File: src/rtl/memory_loader_if.sv
// rtl/memory_loader_if.sv - job control, byte stream and memory port bundle for memory_loader
//
// Groups every non-clock/reset signal of the loader.
//   slave  : the loader's view (job inputs, Load_* stream in, Mem_* port out, status out)
//   master : the controlling side (drives jobs and stream, models the memory read data)
// Job control : Start, Base_address, Count, Verify_en
// Byte stream : Load_data, Load_valid, Load_ready
// Memory port : Mem_address, Mem_data_in, Mem_write, Mem_data_out
// Status      : Busy, Done, Checksum, Verify_error

interface memory_loader_if;
    logic       Start;
    logic [7:0] Base_address;
    logic [7:0] Count;
    logic       Verify_en;
    logic [7:0] Load_data;
    logic       Load_valid;
    logic       Load_ready;
    logic [7:0] Mem_address;
    logic [7:0] Mem_data_in;
    logic       Mem_write;
    logic [7:0] Mem_data_out;
    logic       Busy;
    logic       Done;
    logic [7:0] Checksum;
    logic       Verify_error;

    modport slave (
        input  Start, Base_address, Count, Verify_en,
        input  Load_data, Load_valid,
        output Load_ready,
        output Mem_address, Mem_data_in, Mem_write,
        input  Mem_data_out,
        output Busy, Done, Checksum, Verify_error
    );

    modport master (
        output Start, Base_address, Count, Verify_en,
        output Load_data, Load_valid,
        input  Load_ready,
        input  Mem_address, Mem_data_in, Mem_write,
        output Mem_data_out,
        input  Busy, Done, Checksum, Verify_error
    );
endinterface

File: src/rtl/memory_loader.sv
// rtl/memory_loader.sv - sequential byte-stream write engine with optional checksum read-back
//
// Writes Count streamed bytes to Base_address, Base_address+1, ... (wrapping modulo 256),
// summing them into Checksum. With Verify_en it then reads the region back and flags
// Verify_error when the read-back sum differs.
// Ports:
//   CLK   : single clock, rising edge
//   Reset : synchronous, active high
//   bus   : memory_loader_if.slave (job control, byte stream, memory port, status)

module memory_loader (
    input  logic                  CLK,
    input  logic                  Reset,
    memory_loader_if.slave        bus
);

    typedef enum logic [1:0] {
        IDLE   = 2'd0,
        WRITE  = 2'd1,
        VERIFY = 2'd2,
        DONE   = 2'd3
    } state_t;

    state_t     state, next_state;

    logic [7:0] base_q;
    logic [7:0] count_q;
    logic [7:0] remaining_q;
    logic [7:0] wr_ptr_q;
    logic [7:0] vidx_q;
    logic [7:0] rb_sum_q;
    logic       verify_en_q;
    logic       issue_q;        // Mem_address holds a read address this cycle
    logic       rd_valid_q;     // Mem_data_out holds that read's data this cycle

    logic       start_accept;
    logic       load_ready;
    logic       accept;
    logic [7:0] rb_sum_final;

    assign load_ready     = (state == WRITE) && (remaining_q != 8'd0);
    assign bus.Load_ready = load_ready;
    assign accept         = bus.Load_valid && load_ready;

    // The last read byte lands during the DONE state, so the compare uses the sum
    // including whatever byte is arriving this cycle.
    assign rb_sum_final   = rb_sum_q + (rd_valid_q ? bus.Mem_data_out : 8'h00);

    always_ff @(posedge CLK) begin
        if (Reset) begin
            state <= IDLE;
        end else begin
            state <= next_state;
        end
    end

    always_comb begin
        next_state   = state;
        start_accept = 1'b0;
        case (state)
            IDLE: begin
                // Busy stays high through the Done cycle, when the FSM is already back in IDLE.
                start_accept = bus.Start && !bus.Busy;
                if (start_accept) begin
                    next_state = (bus.Count != 8'd0) ? WRITE : DONE;
                end
            end
            WRITE: begin
                if (accept && (remaining_q == 8'd1)) begin
                    next_state = verify_en_q ? VERIFY : DONE;
                end
            end
            VERIFY: begin
                // Count address cycles plus one trailing cycle for the last read to return.
                if (vidx_q == count_q) begin
                    next_state = DONE;
                end
            end
            DONE: begin
                next_state = IDLE;
            end
            default: begin
                next_state = IDLE;
            end
        endcase
    end

    always_ff @(posedge CLK) begin
        if (Reset) begin
            base_q           <= 8'h00;
            count_q          <= 8'h00;
            remaining_q      <= 8'h00;
            wr_ptr_q         <= 8'h00;
            vidx_q           <= 8'h00;
            rb_sum_q         <= 8'h00;
            verify_en_q      <= 1'b0;
            issue_q          <= 1'b0;
            rd_valid_q       <= 1'b0;
            bus.Mem_address  <= 8'h00;
            bus.Mem_data_in  <= 8'h00;
            bus.Mem_write    <= 1'b0;
            bus.Busy         <= 1'b0;
            bus.Done         <= 1'b0;
            bus.Checksum     <= 8'h00;
            bus.Verify_error <= 1'b0;
        end else begin
            bus.Mem_write <= accept;
            bus.Done      <= (state == DONE);
            bus.Busy      <= (next_state != IDLE) || (state == DONE);
            issue_q       <= 1'b0;
            rd_valid_q    <= issue_q;
            rb_sum_q      <= rb_sum_final;

            if (start_accept) begin
                base_q           <= bus.Base_address;
                count_q          <= bus.Count;
                verify_en_q      <= bus.Verify_en;
                remaining_q      <= bus.Count;
                wr_ptr_q         <= bus.Base_address;
                vidx_q           <= 8'h00;
                rb_sum_q         <= 8'h00;
                bus.Checksum     <= 8'h00;
                bus.Verify_error <= 1'b0;
            end

            if (accept) begin
                bus.Mem_address <= wr_ptr_q;
                bus.Mem_data_in <= bus.Load_data;
                bus.Checksum    <= bus.Checksum + bus.Load_data;
                wr_ptr_q        <= wr_ptr_q + 8'd1;
                remaining_q     <= remaining_q - 8'd1;
            end

            if ((state == VERIFY) && (vidx_q != count_q)) begin
                bus.Mem_address <= base_q + vidx_q;
                issue_q         <= 1'b1;
                vidx_q          <= vidx_q + 8'd1;
            end

            if ((state == DONE) && verify_en_q) begin
                bus.Verify_error <= (rb_sum_final != bus.Checksum);
            end
        end
    end

endmodule
File: src/flat_wrapper.sv
// flat-port wrapper written by rule: the top's interface ports become plain ports
module memory_loader_flat 
  (CLK, Reset, bus_Start, bus_Base_address, bus_Count, bus_Verify_en, bus_Load_data, bus_Load_valid, bus_Load_ready, bus_Mem_address, bus_Mem_data_in, bus_Mem_write, bus_Mem_data_out, bus_Busy, bus_Done, bus_Checksum, bus_Verify_error);
  memory_loader_if bus_i ();
  input  logic CLK;
  input  logic Reset;
  input wire logic [$bits(bus_i.Start)-1:0] bus_Start;
  input wire logic [$bits(bus_i.Base_address)-1:0] bus_Base_address;
  input wire logic [$bits(bus_i.Count)-1:0] bus_Count;
  input wire logic [$bits(bus_i.Verify_en)-1:0] bus_Verify_en;
  input wire logic [$bits(bus_i.Load_data)-1:0] bus_Load_data;
  input wire logic [$bits(bus_i.Load_valid)-1:0] bus_Load_valid;
  output wire logic [$bits(bus_i.Load_ready)-1:0] bus_Load_ready;
  output wire logic [$bits(bus_i.Mem_address)-1:0] bus_Mem_address;
  output wire logic [$bits(bus_i.Mem_data_in)-1:0] bus_Mem_data_in;
  output wire logic [$bits(bus_i.Mem_write)-1:0] bus_Mem_write;
  input wire logic [$bits(bus_i.Mem_data_out)-1:0] bus_Mem_data_out;
  output wire logic [$bits(bus_i.Busy)-1:0] bus_Busy;
  output wire logic [$bits(bus_i.Done)-1:0] bus_Done;
  output wire logic [$bits(bus_i.Checksum)-1:0] bus_Checksum;
  output wire logic [$bits(bus_i.Verify_error)-1:0] bus_Verify_error;
  assign bus_i.Start = bus_Start;
  assign bus_i.Base_address = bus_Base_address;
  assign bus_i.Count = bus_Count;
  assign bus_i.Verify_en = bus_Verify_en;
  assign bus_i.Load_data = bus_Load_data;
  assign bus_i.Load_valid = bus_Load_valid;
  assign bus_Load_ready = bus_i.Load_ready;
  assign bus_Mem_address = bus_i.Mem_address;
  assign bus_Mem_data_in = bus_i.Mem_data_in;
  assign bus_Mem_write = bus_i.Mem_write;
  assign bus_i.Mem_data_out = bus_Mem_data_out;
  assign bus_Busy = bus_i.Busy;
  assign bus_Done = bus_i.Done;
  assign bus_Checksum = bus_i.Checksum;
  assign bus_Verify_error = bus_i.Verify_error;
  memory_loader u_core (.CLK(CLK), .Reset(Reset), .bus(bus_i));
endmodule
File: config.mk
export PLATFORM = sky130hd
export DESIGN_NAME = memory_loader_flat
export DESIGN_NICKNAME = d
export VERILOG_FILES = /design/src/rtl/memory_loader_if.sv /design/src/rtl/memory_loader.sv /design/src/flat_wrapper.sv
export SDC_FILE = /design/constraint.sdc
export NUM_CORES = 1
export LEC_CHECK = 0
export CAP_MARGIN = 20
export CORE_ASPECT_RATIO = 0.8
export CORE_UTILIZATION = 52
export CTS_CLUSTER_DIAMETER = 80
export CTS_CLUSTER_SIZE = 16
export DETAILED_ROUTE_END_ITERATION = 12
export PLACE_DENSITY = 0.8
export RECOVER_POWER = 50
export SYNTH_ARGS = -nofsm -noshare
export SYNTH_HDL_FRONTEND = slang
export SYNTH_SLANG_ARGS = --single-unit
File: constraint.sdc
create_clock -name CLK -period 2.9 [get_ports CLK]
set_clock_uncertainty 0.15 [all_clocks]
set_input_delay 0.58 -clock CLK [delete_from_list [all_inputs] [get_ports CLK]]
set_output_delay 0.58 -clock CLK [all_outputs]
set_load 0.005 [all_outputs]
Word-level counts from Yosys, hierarchy flattened
Index checks and enable logic that the tools add are counted.
Operators by class
  reductions and logical operators: 17
  add/sub/neg operators: 6
  eq/ne operators: 7
  mux-type cells: 20
Operators by type and width (count)
  2-to-1 mux 8 bit: 10
  adder 8 bit: 3
  adder 8 x 1 -> 8 bit (second input constant): 2
  != test 8 bit: 2
  nonzero test 8 bit: 2
  nonzero test 2 bit: 5
  == test 8 x 1 -> 1 bit (second input constant): 1
  == test 8 bit: 1
  2-to-1 mux 2 bit: 4
  one-hot mux 2 bit (4 select lines): 1
  subtractor 8 x 1 -> 8 bit (second input constant): 1
  logical AND 1 bit: 6
  2-to-1 mux 1 bit: 5
  == test 2 bit (second input constant): 2
  == test 2 x 1 -> 1 bit (second input constant): 1
  zero test 2 bit: 1
  OR reduction 2 bit: 1
  zero test 1 bit: 1
  logical OR 1 bit: 1
Word-level totals
  register bits: 81
  input port bits: 37
  word-level logic and storage cells: 67
  output and inout bits: 29

Longest topological paths before layout
Gate-level depths: netlist of run 1.
  word-level depth: 8
  depth in mapped cells: 9
  depth with buffers taken out: 9

Least setup slack after synthesis of run 1
Ideal clock, no wire load.
  path kind: input -> register
  from: in bus_Mem_data_out[0]
  to: reg u_core.bus.Verify_error
  path buffers: 0
  slack: 289 ps
  cell stages on the path: 9
  required time: 2623 ps
  arrival: 2334 ps
  setup time: 127 ps
  path through: and2_1 -> ha_1 -> fa_1 -> xnor2_1 -> nand2_1 -> a2111oi_0 -> o211ai_1 -> nor4_1 -> a31oi_1
On the way
  word-level cells in the longest chain between the ends: 4
RTL lines
  from (decl): line flat_wrapper.sv:17  | input wire logic [$bits(bus_i.Mem_data_out)-1:0] bus_Mem_data_out;
  2-to-1 mux 8 bit: line memory_loader.sv:47  | assign rb_sum_final = rb_sum_q + (rd_valid_q ? bus.Mem_data_out : 8'h00);
  adder 8 bit: line memory_loader.sv:47
  named net u_core.rb_sum_final[1]: line memory_loader.sv:39  | logic [7:0] rb_sum_final;
  != test 8 bit: line memory_loader.sv:141  | bus.Verify_error <= (rb_sum_final != bus.Checksum);
  2-to-1 mux 1 bit: line memory_loader.sv:140  | if ((state == DONE) && verify_en_q) begin
  to (signal assigned): line memory_loader.sv:141
  to (decl): line memory_loader_if.sv:34  | output Busy, Done, Checksum, Verify_error
The timed path passes the listed nets, and every way through them passes these cells.
A chain may end at the register's enable or synchronous reset.

Worst setup path after layout of run 1
  from: reg u_core.remaining_q[2]
  to: out bus_Load_ready
On the way
  word-level cells in the longest chain between the ends: 2
RTL lines
  from (decl): line memory_loader.sv:28  | logic [7:0] remaining_q;
  from (signal assigned): line memory_loader.sv:118  | remaining_q <= bus.Count;
  from (signal assigned): line memory_loader.sv:131  | remaining_q <= remaining_q - 8'd1;
  nonzero test 8 bit: line memory_loader.sv:41  | assign load_ready = (state == WRITE) && (remaining_q != 8'd0);
  logical AND 1 bit: line memory_loader.sv:41
  to (decl): line flat_wrapper.sv:13  | output wire logic [$bits(bus_i.Load_ready)-1:0] bus_Load_ready;
Every way passes these cells.

==> results of run 1 <==
==> Yosys cell counts, drive strengths merged (2+ instances only) <==
library cell	number
a2111oi	2
a211oi	2
a21o	6
a21oi	61
a311oi	4
a31o	2
a31oi	16
and2	11
and3	7
buf	14
clkbuf	14
dfxtp	81
fa	3
ha	25
inv	11
mux2	2
nand2	91
nand2b	5
nand3	18
nand3b	11
nand4	5
nand4b	2
nor2	40
nor2b	2
nor3	14
nor3b	3
nor4	6
nor4b	2
o211ai	5
o21a	2
o21ai	24
o21bai	2
or3	5
or4	3
xnor2	22
xor2	8
==> cells in the final DEF, fill, tap and decap left out, drive strengths merged, types with 3 or more instances in the layout <==
cell type      Yosys  routed
nor2              40      40
and3               7       7
and2              11      11
clkdlybuf4s50      0      37
o211ai             5       5
buf               14      18
nand2             91      91
nand3b            11      11
nand3             18      18
nor3              14      14
ha                25      25
a21o               6       6
nor3b              3       3
dlygate4sd3        0      26
xnor2             22      22
or3                5       5
or4                3       3
a31oi             16      16
a311oi             4       4
xor2               8       8
a21oi             61      61
dfxtp             81      81
nand2b             5       5
fa                 3       3
nand4              5       5
clkbuf            14      13
inv               11      12
nor4               6       6
o21ai             24      24
==> power by group <==
part           internal, mW  total, mW  switching, mW
registers              1.17       1.23         0.0568
clock network         0.402      0.831          0.429
logic                 0.194      0.438          0.244
==> layer usage <==
layer | up-vias | wire length [um] | track usage, %
li1 | 2058 | - | -
met1 | 2005 | 5416 | 36.77
met2 | 159 | 5463 | 44.97
met3 | 14 | 702 | 4.037
met4 | 0 | 131 | 7.042
met5 | - | 0 | 0
==> worst max-delay path, cell delays in order, from the launching register on <==
cell,delay [ns]
dfxtp_1,0.37
nor3_1,0.49
and2_1,0.26
a21oi_1,0.08
clkdlybuf4s50_1,0.46
==> flip-flops by register name (all words and copies together), names as in the netlist, 2 cells and up <==
signal,count
u_core.wr_ptr_q,8
u_core.bus.Mem_data_in,8
u_core.bus.Mem_address,8
u_core.state,2
u_core.rb_sum_q,8
u_core.base_q,8
u_core.vidx_q,8
u_core.remaining_q,8
u_core.count_q,8
u_core.bus.Checksum,8
==> worst max path at each step <==
stage                                             startpoint                              endpoint  slack [ns]
after floorplan                          bus_Mem_data_out[0]  u_core.bus.Verify_error$_SDFFE_PP0P_        0.29
after global placement                   bus_Mem_data_out[0]  u_core.bus.Verify_error$_SDFFE_PP0P_       -0.22
after detailed placement                 bus_Mem_data_out[0]  u_core.bus.Verify_error$_SDFFE_PP0P_       -0.41
after CTS                                bus_Mem_data_out[0]  u_core.bus.Verify_error$_SDFFE_PP0P_        0.04
after global routing      u_core.remaining_q[2]$_SDFFE_PP0P_                        bus_Load_ready        0.06
final                     u_core.remaining_q[2]$_SDFFE_PP0P_                        bus_Load_ready        0.17
==> area by class of cell <==
type / count / area, um2 / share of cell area [%]
multi-input cells: 422 / 2630 / 48.46
clock inverters: 6 / 67.56 / 1.245
inverters: 11 / 41.29 / 0.7607
clock buffers: 10 / 127.6 / 2.351
flip-flops and latches: 81 / 1622 / 29.88
well taps: 108 / 135.1 / 2.490
repair buffers: 85 / 804.5 / 14.82
==> cells by family (layout without fill, tap and decap cells) <==
logic type	Yosys count	in the layout	synth area share (%)
AOI/OAI and AO/OA	135	135	18.65
and+or+nand+nor	227	227	25.27
DFF	81	81	36.97
xor gates and xnor gates	30	30	5.990
muxes	2	2	0.5134
adders and majority gates	28	28	8.500
buffers and inverters	39	112	4.107
==> timing repair <==
action                                  4_1_cts  5_1_grt
endpoints found under the setup margin        1        1
resized for setup                             2        6
pin swaps                                     0        7
hold buffers                                  0        0
setup buffers                                 0        1
==> metrics by stage <==
stage	hold slack [ns]	instance area, um2	TNS, ns
finish	0.2901	5428	0
detailed placement	0.2784	5192	-0.4416
floorplan	0.2638	4387	0
global placement	0.2777	5192	-0.2267
global route	0.3184	5428	0
CTS	0.2980	5394	0
==> reports/results.tsv, run 1 <==
stage	metric	value	unit
worst_hold_path	WHS Path Cells	1	
setup_path	WS Path Type	reg -> out	
drt	Vias	4236	
layout	Nets	675	
grt	GRT Overall Usage	26.98	%
setup_path	Worst EP arrival	2.00	ns
logic_synthesis	Post-synth EDFFs	0	
layout	post-layout util	67.38	%
pwr	Power Density	459.8	nW/um2
job	MaxCap Viol Count	1	
worst_hold_path	worst hold path type	reg -> reg	
cts	CTS tree	done	
sta	RSZ-0062 raised after global routing	false	
placement	hpwl dp	8382	um
die	Top Ports	66	
sta	Worst Setup Slack, final	0.1703	ns
sta	Tmin final	2.730	ns
cts	clock latency at the later pin of the worst-skew pair	0.34	ns
setup_path	flop2flop setup slack	0.32	ns
drt	vias per inst	5.859	
drt	Detail Route Antenna Nets	0	
placement	GP Congestion	0.9517	
placement	dpl ws	-0.4051	ns
sta	Slew @ Worst Pin	1.736	ns
drt	final wirelength	11710	um
logic_synthesis	top-area cell type share of the netlist area	36.97	%
placement	dpl cells	706	
logic_synthesis	syn avg cell area	8.094	um2
grt	vias in the first global route	4036	
setup_path	Crit. End Element	output port	
logic_synthesis	dominant cell type by area after synthesis	dfxtp_1	
layout	synthesis-to-finish area growth	23.73	%
logic_synthesis	top post-synthesis cells by area	dfxtp_1 (37%), nand2_1 (7.8%), ha_1 (7.1%)	
layout	final std cells w/o fill	723	
logic_synthesis	Yosys reg bits	81	
run_status	failing checks	max-capacitance violations, max-slew violations	
logic_synthesis	Syn Inst Count	542	
sta	Hold Violations, Final	0	
drt	# DRC	0	
layout	antenna diode count	0	
cts	clock tree buffer depth	2	
setup_path	FF-to-FF End	u_core.bus.Verify_error$_SDFFE_PP0P_	
grt	first-pass GRT wire length	19330	um
logic_synthesis	YS warnings	0	
cts	root buf cell	clkbuf_8	
cts	htree depth	3	
die	die width	104.7	um
sta	Final setup viols	0	
pwr	Tot Pwr	2.496	mW
cts	CTS clk-pin slew, worst paths	0.09	ns
die	Row Count	29	
layout	fillcell total	673	
setup_path	CP Launch Type	register	
setup_path	critical path data required time	2.17	ns
grt	initial antenna violation count	0	
setup_path	Worst Path Max Fanout	7	
grt	largest net degree at the start of global routing	40	
drt	DR WL/cell	16.20	um
logic_synthesis	register area share after synthesis	36.97	%
cts	cts bufs inserted	9	
worst_hold_path	HP Start	u_core.issue_q$_SDFF_PP0_	
setup_path	worst reg2reg path depth	9	
pwr	LEAKAGE	2.131	nW
die	total core area	8055	um2
worst_hold_path	Hold Path Sink	u_core.rd_valid_q$_SDFF_PP0_	
logic_synthesis	syn nets	607	
layout	layout cells sized above 1	7.805	%
die	Die Ht	84.15	um
sta	Rel. slew slack	-15.75	%
sta	Pins Over Slew Limit	40	
run_status	status	finished with violations	
die	Die ar.	8810	um2
sta	Peak Freq	0.3663	GHz
logic_synthesis	Yosys cell types	57	
setup_path	r2r startpoint	u_core.rd_valid_q$_SDFF_PP0_	
drt	First-pass DRT Iterations	7	
logic_synthesis	post-synthesis async set-or-reset flop share	0	%
logic_synthesis	Mapped Area	4387	um2
placement	Port Buffers	65	
grt	GR Overflow Total	0	
pwr	maximum vdd drop	315.2	uV
drt	1st-iter DRT viols	275	
logic_synthesis	top_reg_cell synth	dfxtp_1	
cts	Num Clock Sinks	81	
die	Initial Utilization	54.46	%
sta	fin crit share	94.13	%
Note: power is estimated with default switching activity, not from simulation.
==> run 2, diff against run 1 <==
Settings changed: REMOVE_ABC_BUFFERS from default to 1.
==> run 2 against run 1 <==
  * The run still ends with max-capacitance violations, max-slew violations left
  * Critical endpoint is now u_core.bus.Verify_error$_SDFFE_PP0P_
  * Global-route usage decreased by 0.94 points
  * Worst setup slack got worse by 0.11 ns
  * Sequential cell count unchanged
  * Non-clock buffer count decreased by 3
  * First-iteration DRC count increased by 11%
  * Sequential share of layout area decreased by 0.12 points
  * Fmax decreased by 4.0%
  * Wire length decreased by 3.9%
  * Largest power group unchanged
==> reports/results.tsv, run 2 (synthesis results as in run 1) <==
stage	metric	value	unit	change
pwr	maximum vdd drop	368.5	uV	was 315.2 uV
run_status	status	finished with violations		unchanged
grt	GR Util met1	37.13	%	was 36.77%
sta	Tmin final	2.844	ns	was 2.730 ns
layout	most common cell after layout, fill and taps aside	nand2_1		unchanged
cts	cts bufs inserted	9		unchanged
setup_path	CP peak stage delay	0.43	ns	was 0.49 ns
setup_path	worst reg2reg path depth	8		was 9
sta	Worst Setup Slack, final	0.05578	ns	was 0.1703 ns
pwr	combinational fraction of design power	16.9	%	was 17.6%
die	Die ar.	8810	um2	unchanged
cts	CTS clk-pin slew, worst paths	0.08	ns	was 0.09 ns
setup_path	Worst EP arrival	2.93	ns	was 2.00 ns
cts	htree depth	3		unchanged
die	die width	104.7	um	unchanged
drt	Detail Route Antenna Nets	0		unchanged
die	Die Ht	84.15	um	unchanged
setup_path	CP bufs+invs	1		unchanged
layout	Nets	672		was 675
drt	# DRC	0		unchanged
layout	final std cells w/o fill	720		was 723
setup_path	critical path data required time	2.99	ns	was 2.17 ns
pwr	Power Density	479.4	nW/um2	was 459.8 nW/um2
grt	largest net degree at the start of global routing	51		was 40
setup_path	family with the most delay on the worst path	compound AO/OA/AOI/OAI gates		was simple AND/OR/NAND/NOR gates
worst_hold_path	HP Start	u_core.issue_q$_SDFF_PP0_		unchanged
sta	fin crit share	98.08	%	was 94.13%
cts	clock tree buffer depth	2		unchanged
layout	commonest cells after routing, fill and taps aside	nand2_1 (91), dfxtp_1 (81), a21oi_1 (61)		unchanged
placement	GP Congestion	0.9178		was 0.9517
layout	post-layout util	67.65	%	was 67.38%
pwr	Seq pwr share	47.0	%	was 49.2%
cts	Gates resized, CTS repair	0		was 2
pwr	Switching Power	0.7326	mW	was 0.7302 mW
layout	layout cells sized above 1	7.680	%	was 7.805%
sta	Slew @ Worst Pin	2.152	ns	was 1.736 ns
cts	root buf cell	clkbuf_8		unchanged
layout	antenna diode count	0		unchanged
worst_hold_path	WHS Path Cells	1		unchanged
sta	Final setup viols	0		unchanged
setup_path	Worst Path Max Fanout	4		was 7
drt	Vias	4242		was 4236
grt	first-pass GRT wire length	18550	um	was 19330 um
drt	DR WL/cell	15.64	um	was 16.20 um
cts	CTS Hold Bufs	0		unchanged
worst_hold_path	worst hold path type	reg -> reg		unchanged
job	MaxCap Viol Count	1		unchanged
drt	final wirelength	11260	um	was 11710 um
drt	First-pass DRT Iterations	8		was 7
cts	Num Clock Sinks	81		unchanged
grt	vias in the first global route	3870		was 4036
die	total core area	8055	um2	unchanged
die	Row Count	29		unchanged
sta	Peak Freq	0.3516	GHz	was 0.3663 GHz
cts	CTS tree	done		unchanged
pwr	LEAKAGE	2.132	nW	was 2.131 nW
placement	Port Buffers	65		unchanged
setup_path	Crit. End Element	register		was output port
pwr	Clk pwr share	36.1	%	was 33.3%
cts	Post-CTS Setup Bufs	0		unchanged
drt	vias per inst	5.892		was 5.859
pwr	Int Power	1.879	mW	was 1.765 mW
die	Top Ports	66		unchanged
grt	GRT Overall Usage	26.04	%	was 26.98%
pwr	sw frac	28.05	%	was 29.26%
run_status	failing checks	max-capacitance violations, max-slew violations		unchanged
layout	synthesis-to-finish area growth	24.22	%	was 23.73%
sta	Pins Over Slew Limit	51		was 40
worst_hold_path	Hold Path Sink	u_core.rd_valid_q$_SDFF_PP0_		unchanged
cts	clock latency at the later pin of the worst-skew pair	0.36	ns	was 0.34 ns
grt	global route hottest layer	met2		unchanged
setup_path	FF-to-FF End	u_core.bus.Verify_error$_SDFFE_PP0P_		unchanged
die	Initial Utilization	54.46	%	unchanged
grt	routing usage on met2	40.58	%	was 44.97%
drt	1st-iter DRT viols	305		was 275
placement	dpl cells	704		was 706
sta	Rel. slew slack	-43.49	%	was -15.75%
grt	GR Overflow Total	0		unchanged
placement	hpwl dp	7881	um	was 8382 um
setup_path	r2r startpoint	u_core.rd_valid_q$_SDFF_PP0_		unchanged
grt	initial antenna violation count	0		unchanged
sta	Hold Violations, Final	0		unchanged
setup_path	WS Path Type	in -> reg		was reg -> out
setup_path	flop2flop setup slack	0.26	ns	was 0.32 ns
placement	dpl ws	-0.2788	ns	was -0.4051 ns
setup_path	critical path's slowest cell	fa_1		was nor3_1
setup_path	CP Cell Sequence	clkdlybuf4s50_1 -> and2_1 -> ha_2 -> fa_1 -> and3_1 -> o21ai_0 -> o211ai_1 -> nor4_2 -> a31oi_1		was nor3_1 -> and2_1 -> a21oi_1 -> clkdlybuf4s50_1
setup_path	CP Launch Type	primary input		was register
grt	met3 GRT Util	4.736	%	was 4.037%
==> run 2: worst max path at each step <==
| stage | cells after the start | start | slack [ns] | endpoint |
|---|---|---|---|---|
| 2_1_floorplan | 9 | bus_Mem_data_out[0] | 0.29 | u_core.bus.Verify_error$_SDFFE_PP0P_ |
| 5_1_grt | 9 | bus_Mem_data_out[0] | -0.02 | u_core.bus.Verify_error$_SDFFE_PP0P_ |
| 6_report | 9 | bus_Mem_data_out[0] | 0.06 | u_core.bus.Verify_error$_SDFFE_PP0P_ |
| 3_5_place_dp | 10 | bus_Mem_data_out[0] | -0.28 | u_core.bus.Verify_error$_SDFFE_PP0P_ |
| 4_1_cts | 10 | bus_Mem_data_out[0] | 0.06 | u_core.bus.Verify_error$_SDFFE_PP0P_ |
| 3_3_place_gp | 10 | bus_Mem_data_out[0] | -0.21 | u_core.bus.Verify_error$_SDFFE_PP0P_ |
==> run 2: worst reg2reg max path: cells and delay by family, from the launching register on <==
family / cells / cell delay, ns
flip-flops: 1 / 0.39
AO/OA/AOI/OAI: 3 / 0.70
AND/OR/NAND/NOR: 3 / 0.68
adder cells (fa/ha/maj): 2 / 0.61
==> run 2: per-layer routing <==
layer | share of wire, % | up-vias
met2 | 45 | 174
met4 | 1.3 | 0
met5 | 0 | -
li1 | - | 2055
met3 | 6.1 | 17
met1 | 47 | 1996
==> run 2: power groups by stage <==
stage	combinational (mW)	clock (mW)	sequential [mW]
3_5_place_dp	0.435	0	1.25
2_1_floorplan	0.232	0	1.24
6_report	0.441	0.943	1.23
4_1_cts	0.439	0.950	1.23
3_3_place_gp	0.422	0	1.25
5_1_grt	0.482	1.00	1.24
==> run 2: stage by stage <==
step | area (um2) | power [mW] | hold WS (ns) | TNS [ns]
final | 5449 | 2.612 | 0.3059 | 0
after global routing | 5449 | 2.722 | 0.3328 | -0.02379
after CTS | 5418 | 2.616 | 0.3093 | 0
after detailed placement | 5190 | 1.686 | 0.2846 | -0.3832
after global placement | 5190 | 1.671 | 0.2788 | -0.3032
after floorplan | 4248 | 1.470 | 0.2638 | 0
==> run 2: final cells by class <==
class	instances	area (um2)
repair buffers	82	794.5
clock buffers	10	137.6
flip-flops and latches	81	1622
fillers	681	2606
inverters	11	41.29
well taps	108	135.1
multi-input cells	422	2629
clock inverters	6	90.09
==> run 3, diff against run 2 <==
Settings changed: DONT_BUFFER_PORTS from default to 1, PLACE_DENSITY 0.8 to 0.7.
==> run 3 against run 2 <==
  * The flow now finishes without violations
  * Fmax is 8.2% higher
  * Worst setup slack better by 0.21 ns
  * Sequential power hardly changed
  * Register-to-register slack hardly changed
  * First-iteration DRC count is 25% lower
  * Sequential cell count stayed put
  * Sequential share of layout area is 5.1 points higher
  * Wire length is 6.3% lower
  * Critical path type is now reg -> reg
  * Highest routed layer unchanged
==> reports/results.tsv, run 3 (synthesis results as in run 1) <==
stage	metric	value	unit	change
die	total core area	8055	um2	unchanged
pwr	Power Density	523.8	nW/um2	was 479.4 nW/um2
drt	First-pass DRT Iterations	6		was 8
layout	synthesis-to-finish area growth	6.161	%	was 24.22%
setup_path	flop2flop setup slack	0.27	ns	was 0.26 ns
pwr	LEAKAGE	1.736	nW	was 2.132 nW
die	Row Count	29		unchanged
grt	largest net degree at the start of global routing	81		was 51
drt	Detail Route Antenna Nets	0		unchanged
drt	1st-iter DRT viols	229		was 305
die	die width	104.7	um	unchanged
sta	Slew @ Worst Pin	0.9873	ns	was 2.152 ns
drt	vias per inst	5.975		was 5.892
layout	post-layout util	57.81	%	was 67.65%
pwr	maximum vdd drop	288.9	uV	was 368.5 uV
sta	Pins Over Slew Limit	0		was 51
die	Top Ports	66		unchanged
die	Initial Utilization	54.46	%	unchanged
setup_path	Worst Path Max Fanout	8		was 4
setup_path	CP bufs+invs	0		was 1
placement	hpwl dp	7506	um	was 7881 um
cts	CTS Hold Bufs	0		unchanged
setup_path	Crit. End Element	register		unchanged
placement	Port Buffers	0		was 65
placement	GP Congestion	0.9197		was 0.9178
grt	vias in the first global route	3542		was 3870
die	Die ar.	8810	um2	unchanged
layout	final std cells w/o fill	646		was 720
sta	Fin Setup TNS	0	ns	unchanged
die	Die Ht	84.15	um	unchanged
placement	dpl cells	630		was 704
drt	final wirelength	10560	um	was 11260 um
sta	final hold slack	0.1511	ns	was 0.3059 ns
layout	Nets	598		was 672
job	MaxCap Viol Count	0		was 1
setup_path	family with the most delay on the worst path	adder cells		was compound AO/OA/AOI/OAI gates
run_status	status	complete, no violations		was finished with violations
grt	initial antenna violation count	0		unchanged
setup_path	CP peak stage delay	0.47	ns	was 0.43 ns
setup_path	CP Cell Sequence	and2_1 -> ha_1 -> fa_1 -> xnor2_1 -> nand2_1 -> a2111oi_0 -> o211ai_1 -> nor4_1 -> a31oi_1		was clkdlybuf4s50_1 -> and2_1 -> ha_2 -> fa_1 -> and3_1 -> o21ai_0 -> o211ai_1 -> nor4_2 -> a31oi_1
layout	layout cells sized above 1	5.576	%	was 7.680%
setup_path	critical path's slowest cell	fa_1		unchanged
cts	Gates resized, CTS repair	0		unchanged
setup_path	WS Path Type	reg -> reg		was in -> reg
cts	htree depth	3		unchanged
sta	Final setup viols	0		unchanged
sta	Peak Freq	0.3803	GHz	was 0.3516 GHz
drt	DR WL/cell	16.34	um	was 15.64 um
layout	most common cell after layout, fill and taps aside	nand2_1		unchanged
setup_path	critical path data required time	2.98	ns	was 2.99 ns
cts	clock latency at the later pin of the worst-skew pair	0.34	ns	was 0.36 ns
cts	CTS clk-pin slew, worst paths	0.08	ns	about the same
cts	clock tree buffer depth	2		unchanged
cts	Post-CTS Setup Bufs	0		unchanged
cts	root buf cell	clkbuf_8		unchanged
layout	commonest cells after routing, fill and taps aside	nand2_1 (91), dfxtp_1 (81), a21oi_1 (61)		unchanged
drt	# DRC	0		unchanged
cts	cts bufs inserted	9		unchanged
worst_hold_path	worst hold path type	in -> reg		was reg -> reg
sta	Rel. slew slack	34.18	%	was -43.49%
sta	fin crit share	90.67	%	was 98.08%
sta	RSZ-0062 raised after global routing	false		
layout	Final Cell Area	4657	um2	was 5449 um2
setup_path	CP Launch Type	register		was primary input
grt	first-pass GRT wire length	17410	um	was 18550 um
setup_path	Worst EP arrival	2.71	ns	was 2.93 ns
grt	GR Overflow Total	0		unchanged
sta	Tmin final	2.630	ns	was 2.844 ns
drt	Vias	3860		was 4242
sta	Hold Violations, Final	0		unchanged
cts	Num Clock Sinks	81		unchanged
layout	antenna diode count	0		unchanged
placement	placed instance area	4464	um2	was 5190 um2
grt	GRT Overall Usage	24.53	%	was 26.04%
cts	CTS tree	done		unchanged
-- run 3: cell count changes in the layout (fill, tap and decap cells not counted), sizes merged --
| cell | before | now |
|---|---|---|
| buf | 16 | 7 |
| clkdlybuf4s50 | 39 | 0 |
| clkinv | 2 | 1 |
| clkinvlp | 1 | 2 |
| dlygate4sd3 | 25 | 0 |
| inv | 12 | 11 |
-- run 3: worst paths after layout --
| path | startpoint | to | depth (start not counted) |
|---|---|---|---|
| worst max-delay path | u_core.rd_valid_q$_SDFF_PP0_ | u_core.bus.Verify_error$_SDFFE_PP0P_ | 9 |
| worst min-delay path | Reset | u_core.remaining_q[4]$_SDFFE_PP0P_ | 1 |
| worst max register to register | u_core.rd_valid_q$_SDFF_PP0_ | u_core.bus.Verify_error$_SDFFE_PP0P_ | 9 |
| worst min register to register | u_core.base_q[6]$_SDFFE_PP0P_ | u_core.base_q[6]$_SDFFE_PP0P_ | 2 |
-- run 3: report_power, final --
group | internal, mW | total [mW] | switching (mW)
Clock | 0.484 | 0.894 | 0.410
Sequential | 1.17 | 1.23 | 0.0578
Combinational | 0.121 | 0.317 | 0.197
Total | 1.78 | 2.44 | 0.664
-- run 3: layout make-up --
| class | instances | area (um2) |
|---|---|---|
| clock buffer | 11 | 131.4 |
| sequential | 81 | 1622 |
| inverter | 11 | 41.29 |
| multi-input combinational | 422 | 2579 |
| timing repair buffer | 8 | 68.82 |
| tap | 108 | 135.1 |
| clock inverter | 5 | 80.08 |
| fill | 745 | 3398 |
-- run 3: metrics by stage --
stage	total power, mW	setup WS [ns]
after floorplan	1.470	0.2890
after global placement	1.561	0.2071
after detailed placement	1.572	0.1185
after CTS	2.464	0.2682
after global routing	2.540	0.002443
final	2.439	0.2705
-- run 3: layer usage --
layer	GRT usage [%]	wire length, um	vias up	part of all wire [%]
met5	0	0	-	0
met4	6.530	100	0	0.95
met3	6.366	645	9	6.1
met2	37.51	4607	127	44
met1	34.42	5201	1818	49
li1	-	-	1906	-
==> patch 1 (settings of run 3) <==
Make the reset (`Reset`) asynchronous in 2 clocked blocks.
--- a/src/rtl/memory_loader.sv
+++ b/src/rtl/memory_loader.sv
@@ -46,7 +46,7 @@
     // including whatever byte is arriving this cycle.
     assign rb_sum_final   = rb_sum_q + (rd_valid_q ? bus.Mem_data_out : 8'h00);
 
-    always_ff @(posedge CLK) begin
+    always_ff @(posedge CLK or posedge Reset) begin
         if (Reset) begin
             state <= IDLE;
         end else begin
@@ -85,7 +85,7 @@
         endcase
     end
 
-    always_ff @(posedge CLK) begin
+    always_ff @(posedge CLK or posedge Reset) begin
         if (Reset) begin
             base_q           <= 8'h00;
             count_q          <= 8'h00;
Behaviour: differs if Reset is asserted again (counterexample within 4 cycles, from zero or initial values and one cycle with Reset high); with Reset held inactive, the same outputs for 10 cycles.
==> patch 1 against run 3 <==
The flow now finishes with violations (capacitance limit, slew limit); sequential cell count did not move; synthesized area rose by 4.6%; setup slack got worse by 0.11 ns; routed wire length barely moved; final area rose by 6.4%; first-iteration DRC count fell by 33%; core utilization rose by 0.35 points; highest routed layer unchanged.
Power is not compared: it rests on default switching activity, and its combinational part moved more than twofold at a synthesized area within 25%.
==> patch 1: results (changes against run 3) <==
stage	metric	value	unit	change
global_route	largest net degree at the start of global routing	45		-44%
clocking	clk slew on worst S/H paths	0.09	ns	
min_path	critical hold path startpoint	bus_Load_data[3]		
cells_and_area	share of layout cells above drive strength 1	7.294	%	+1.7 points
place	gpl congestion	0.8551		-7.0%
cells_and_area	Layout Nets	581		-2.8%
place	DP HPWL	7693	µm	+2.5%
place	dpl cells	617		-2.1%
route	WL final	10550	µm	about the same
synthesis	distinct cell type count after synthesis	58		+1.8%
synthesis	synthesized cell area	4589	µm²	+4.6%
power_and_ir_drop	Peak VDD IR	524.9	µV	
min_path	Hold Path Depth	2		+1
status	outcome	finished with violations		
clocking	later-pin clock latency in the skew report	0.37	ns	+0.03 ns
critical_path	FF-to-FF setup slack	0.16	ns	-0.11 ns
clocking	CTS Buf Count	9		unchanged
synthesis	Post-Syn Area per Cell	8.964	µm²	+11%
place	Port Buffers	0		unchanged
synthesis	Synth top cells by count	nand2_1 (122), dfrtp_1 (81), o21ai_0 (31)		
global_route	first-pass GRT wire length	17710	µm	+1.7%
route	Initial DRT Pass Iterations	4		-2
global_route	vias in the first global route	3497		-1.3%
cells_and_area	antenna fix cells	0		unchanged
route	initial DRC count	153		-33%
status	violated checks	capacitance limit, slew limit		
critical_path	RR Startpoint	u_core.rd_valid_q		
timing	Max-slew headroom	-8.754	%	-43 points
synthesis	Async SR Flop Fraction	100.0	%	+100 points
synthesis	synth top area cells	dfrtp_1 (44%), nand2_1 (10%), ha_1 (6.8%)		
global_route	Global Route Usage Sum	25.17	%	+0.63 points
cells_and_area	post-route insts no fill	633		-2.0%
synthesis	post-synthesis sequential area ratio	44.17	%	+7.2 points
critical_path	Arrival @ worst endpoint	2.82	ns	+0.11 ns
timing	Final Max Slew Viols	37		+37
flow_run	max_cap viols	1		+1
critical_path	reg2reg end	u_core.bus.Verify_error		
route	routed vias	3641		-5.7%
min_path	WHS Endpoint	u_core.bus.Mem_data_in[3]		
global_route	initial antenna violation count	0		unchanged
critical_path	CP Max Fanout	8		unchanged
-- patch 1: cell count changes in the layout (fill, tap and decap cells not counted), moves of 7 or more --
cell	change
a31oi_1	-9
nand2_1	+31
nand3b_1	-8
nor2_1	-12
a21oi_1	-40
dfrtp_1	+81
dfxtp_1	-81
nor3_1	-7
o21ai_0	+8
-- patch 1: per-stage QoR --
| step | area (µm²) | hold WS (ns) | TNS [ns] | setup slack [ns] | total power [µW] |
|---|---|---|---|---|---|
| after detailed placement | 4757 | 0.2247 | -0.005467 | -0.005467 | 3877 |
| after CTS | 4954 | 0.01030 | 0 | 0.1294 | 4731 |
| after global routing | 4956 | 0.1404 | 0 | 0.03026 | 5124 |
| after floorplan | 4519 | 0.1812 | -8.707 | -0.5708 | 3358 |
| final | 4956 | 0.1656 | 0 | 0.1624 | 4716 |
| after global placement | 4757 | 0.2250 | 0 | 0.1039 | 3805 |
-- patch 1: layout make-up --
cell class              count  area (µm²)
fillers                   755        3565
multi-input cells         394        2434
flip-flops and latches     81        2027
clock buffers              11       141.4
well taps                 112       140.1
repair buffers             10       82.58
inverters                  20       76.32
clock inverters             5       55.05
-- patch 1: where the power goes --
group	total [µW]	switching, µW	internal [µW]
Sequential	2080	490	1590
Combinational	1800	983	821
Clock	836	418	419
-- patch 1: logic make-up after synthesis --
kind of cell / after synthesis / share of synthesized area, %
AOI/OAI and AO/OA: 106 / 15.40
xor gates and xnor gates: 33 / 6.298
adders and majority gates: 28 / 8.124
buffers and inverters: 37 / 3.162
DFF: 81 / 44.17
and+or+nand+nor: 227 / 22.85
-- patch 1: how the worst max path moves through the flow --
stage,start,end,depth (start not counted)
floorplan,u_core.remaining_q[2],u_core.remaining_q[6],6
global placement,bus_Mem_data_out[0],u_core.bus.Verify_error,9
detailed placement,bus_Mem_data_out[0],u_core.bus.Verify_error,9
CTS,u_core.rd_valid_q,u_core.bus.Verify_error,9
global route,u_core.rd_valid_q,u_core.bus.Verify_error,9
finish,u_core.rd_valid_q,u_core.bus.Verify_error,9
-- patch 1: what timing repair did --
item                                    CTS  global route
buffers inserted                          0             0
hold buffers                              0             0
gates resized for setup                   0             1
endpoints found under the setup margin    0             1
-- patch 1: routing by layer --
layer / up-vias / GRT usage [%] / wire length (µm) / share of wire, %
met2: 81 / 38.42 / 4737 / 45
met3: 4 / 6.687 / 663 / 6.3
met5: - / 0 / 0 / 0
met1: 1783 / 35.65 / 5091 / 48
li1: 1773 / - / - / -
met4: 0 / 6.351 / 60 / 0.57
-- patch 1: critical path: stages, from the launching register on --
cell	delay, ns
dfrtp_1	0.43
and2_1	0.17
ha_1	0.23
fa_1	0.43
xnor2_2	0.18
xnor2_1	0.13
nor4_1	0.24
o211ai_1	0.13
nor4_1	0.39
a31oi_1	0.14
==> patch 2 (settings of run 3) <==
Made on the original files. The 4 states of `state_t` get a one-hot encoding in 4 bits.
--- a/src/rtl/memory_loader.sv
+++ b/src/rtl/memory_loader.sv
@@ -14,11 +14,11 @@
     memory_loader_if.slave        bus
 );
 
-    typedef enum logic [1:0] {
-        IDLE   = 2'd0,
-        WRITE  = 2'd1,
-        VERIFY = 2'd2,
-        DONE   = 2'd3
+    typedef enum logic [3:0] {
+        IDLE   = 4'b0001,
+        WRITE  = 4'b0010,
+        VERIFY = 4'b0100,
+        DONE   = 4'b1000
     } state_t;
 
     state_t     state, next_state;
Check against the original RTL: no difference found for any inputs over 4 cycles, from zero or initial values and one cycle with Reset high; so few cycles prove little.
==> patch 2 against run 3 <==
Final area is 2.7% higher; synthesized area is 3.2% higher; setup slack better by 0.14 ns; routed wire length is 1.4% higher; sequential cell count is 2 higher; hold slack worse by 0.019 ns; critical endpoint unchanged; largest power group unchanged; via count is 2.0% higher; sequential share of layout area is 0.092 points lower; power is 8.5% lower; combinational power is 28% lower.
==> patch 2: results (changes against run 3) <==
stage	metric	value	unit	change
status	outcome	finished, final reports clean		
critical_path	Worst EP required	2.99	ns	about the same
route	initial DRC count	236		+3.1%
synthesis	synth top area cells	dfxtp_1 (37%), nand2_1 (7.6%), ha_1 (6.9%)		
synthesis	proportion of synthesized area in mux cells	0	%	-0.51 points
place	dpl cells	654		+3.8%
synthesis	Syn Inst Count	562		+3.7%
synthesis	Synth top cells by count	nand2_1 (92), dfxtp_1 (83), a21oi_1 (62)		
route	Wirelength per Cell	16.04	µm	-1.8%
critical_path	r2r worst-path depth	8		-1
cells_and_area	Layout Nets	618		+3.3%
place	gpl congestion	0.8980		-2.4%
route	Initial DRT Pass Iterations	5		-1
route	WL final	10700	µm	+1.4%
route	Via density	5.901		-1.2%
global_route	Global Route Usage Sum	24.85	%	+0.32 points
place	worst slack at placement	0.2844	ns	+0.1659 ns
timing	Max-slew headroom	59.10	%	+25 points
route	met2 wire length	4656	µm	+1.1%
global_route	met3 Track Usage GR	6.605	%	+0.24 points
place	DP HPWL	7689	µm	+2.4%
power_and_ir_drop	Peak VDD IR	363.9	µV	+26%
clocking	later-pin clock latency in the skew report	0.36	ns	+0.02 ns
route	M1 WL	5156	µm	-0.87%
synthesis	post-synthesis sequential area ratio	36.71	%	-0.26 points
global_route	met2 Use GR	37.54	%	about the same
power_and_ir_drop	Comb power	227	µW	-28%
synthesis	Compound-Gate Fraction of Synth Area	19.62	%	+0.97 points
power_and_ir_drop	P_leak	0.001786	µW	+2.9%
cells_and_area	share of layout cells above drive strength 1	5.766	%	+0.19 points
power_and_ir_drop	power density cells	466.6	nW/µm²	-11%
power_and_ir_drop	internal power	1645	µW	-7.3%
place	DP Area	4627	µm²	+3.6%
synthesis	distinct cell type count after synthesis	59		+3.5%
route	met3 routed WL	745	µm	+16%
critical_path	Worst path slowest cell	dfxtp_1		
patch 2: path summary, 6_finish.rpt:
check                                          endpoint  slack (ns)
worst max-delay path            u_core.bus.Verify_error        0.41
worst min-delay path                   u_core.base_q[7]        0.13
worst max register to register  u_core.bus.Verify_error        0.41
worst min register to register        u_core.rd_valid_q        0.31
patch 2: cells by family (layout without fill, tap and decap cells):
| family | after synthesis | after routing |
|---|---|---|
| AND/OR/NAND/NOR | 237 | 237 |
| XOR/XNOR | 29 | 29 |
| adder cells (fa/ha/maj) | 28 | 28 |
| AO/OA/AOI/OAI | 142 | 142 |
| flip-flops | 83 | 83 |
| buffers and inverters | 43 | 36 |
patch 2: cell type report:
class	count	area, µm²
tap	112	140.1
sequential	83	1662
clock inverter	4	45.04
inverter	14	52.55
timing repair buffer	9	72.57
fill	794	3661
multi-input combinational	436	2689
clock buffer	9	123.9
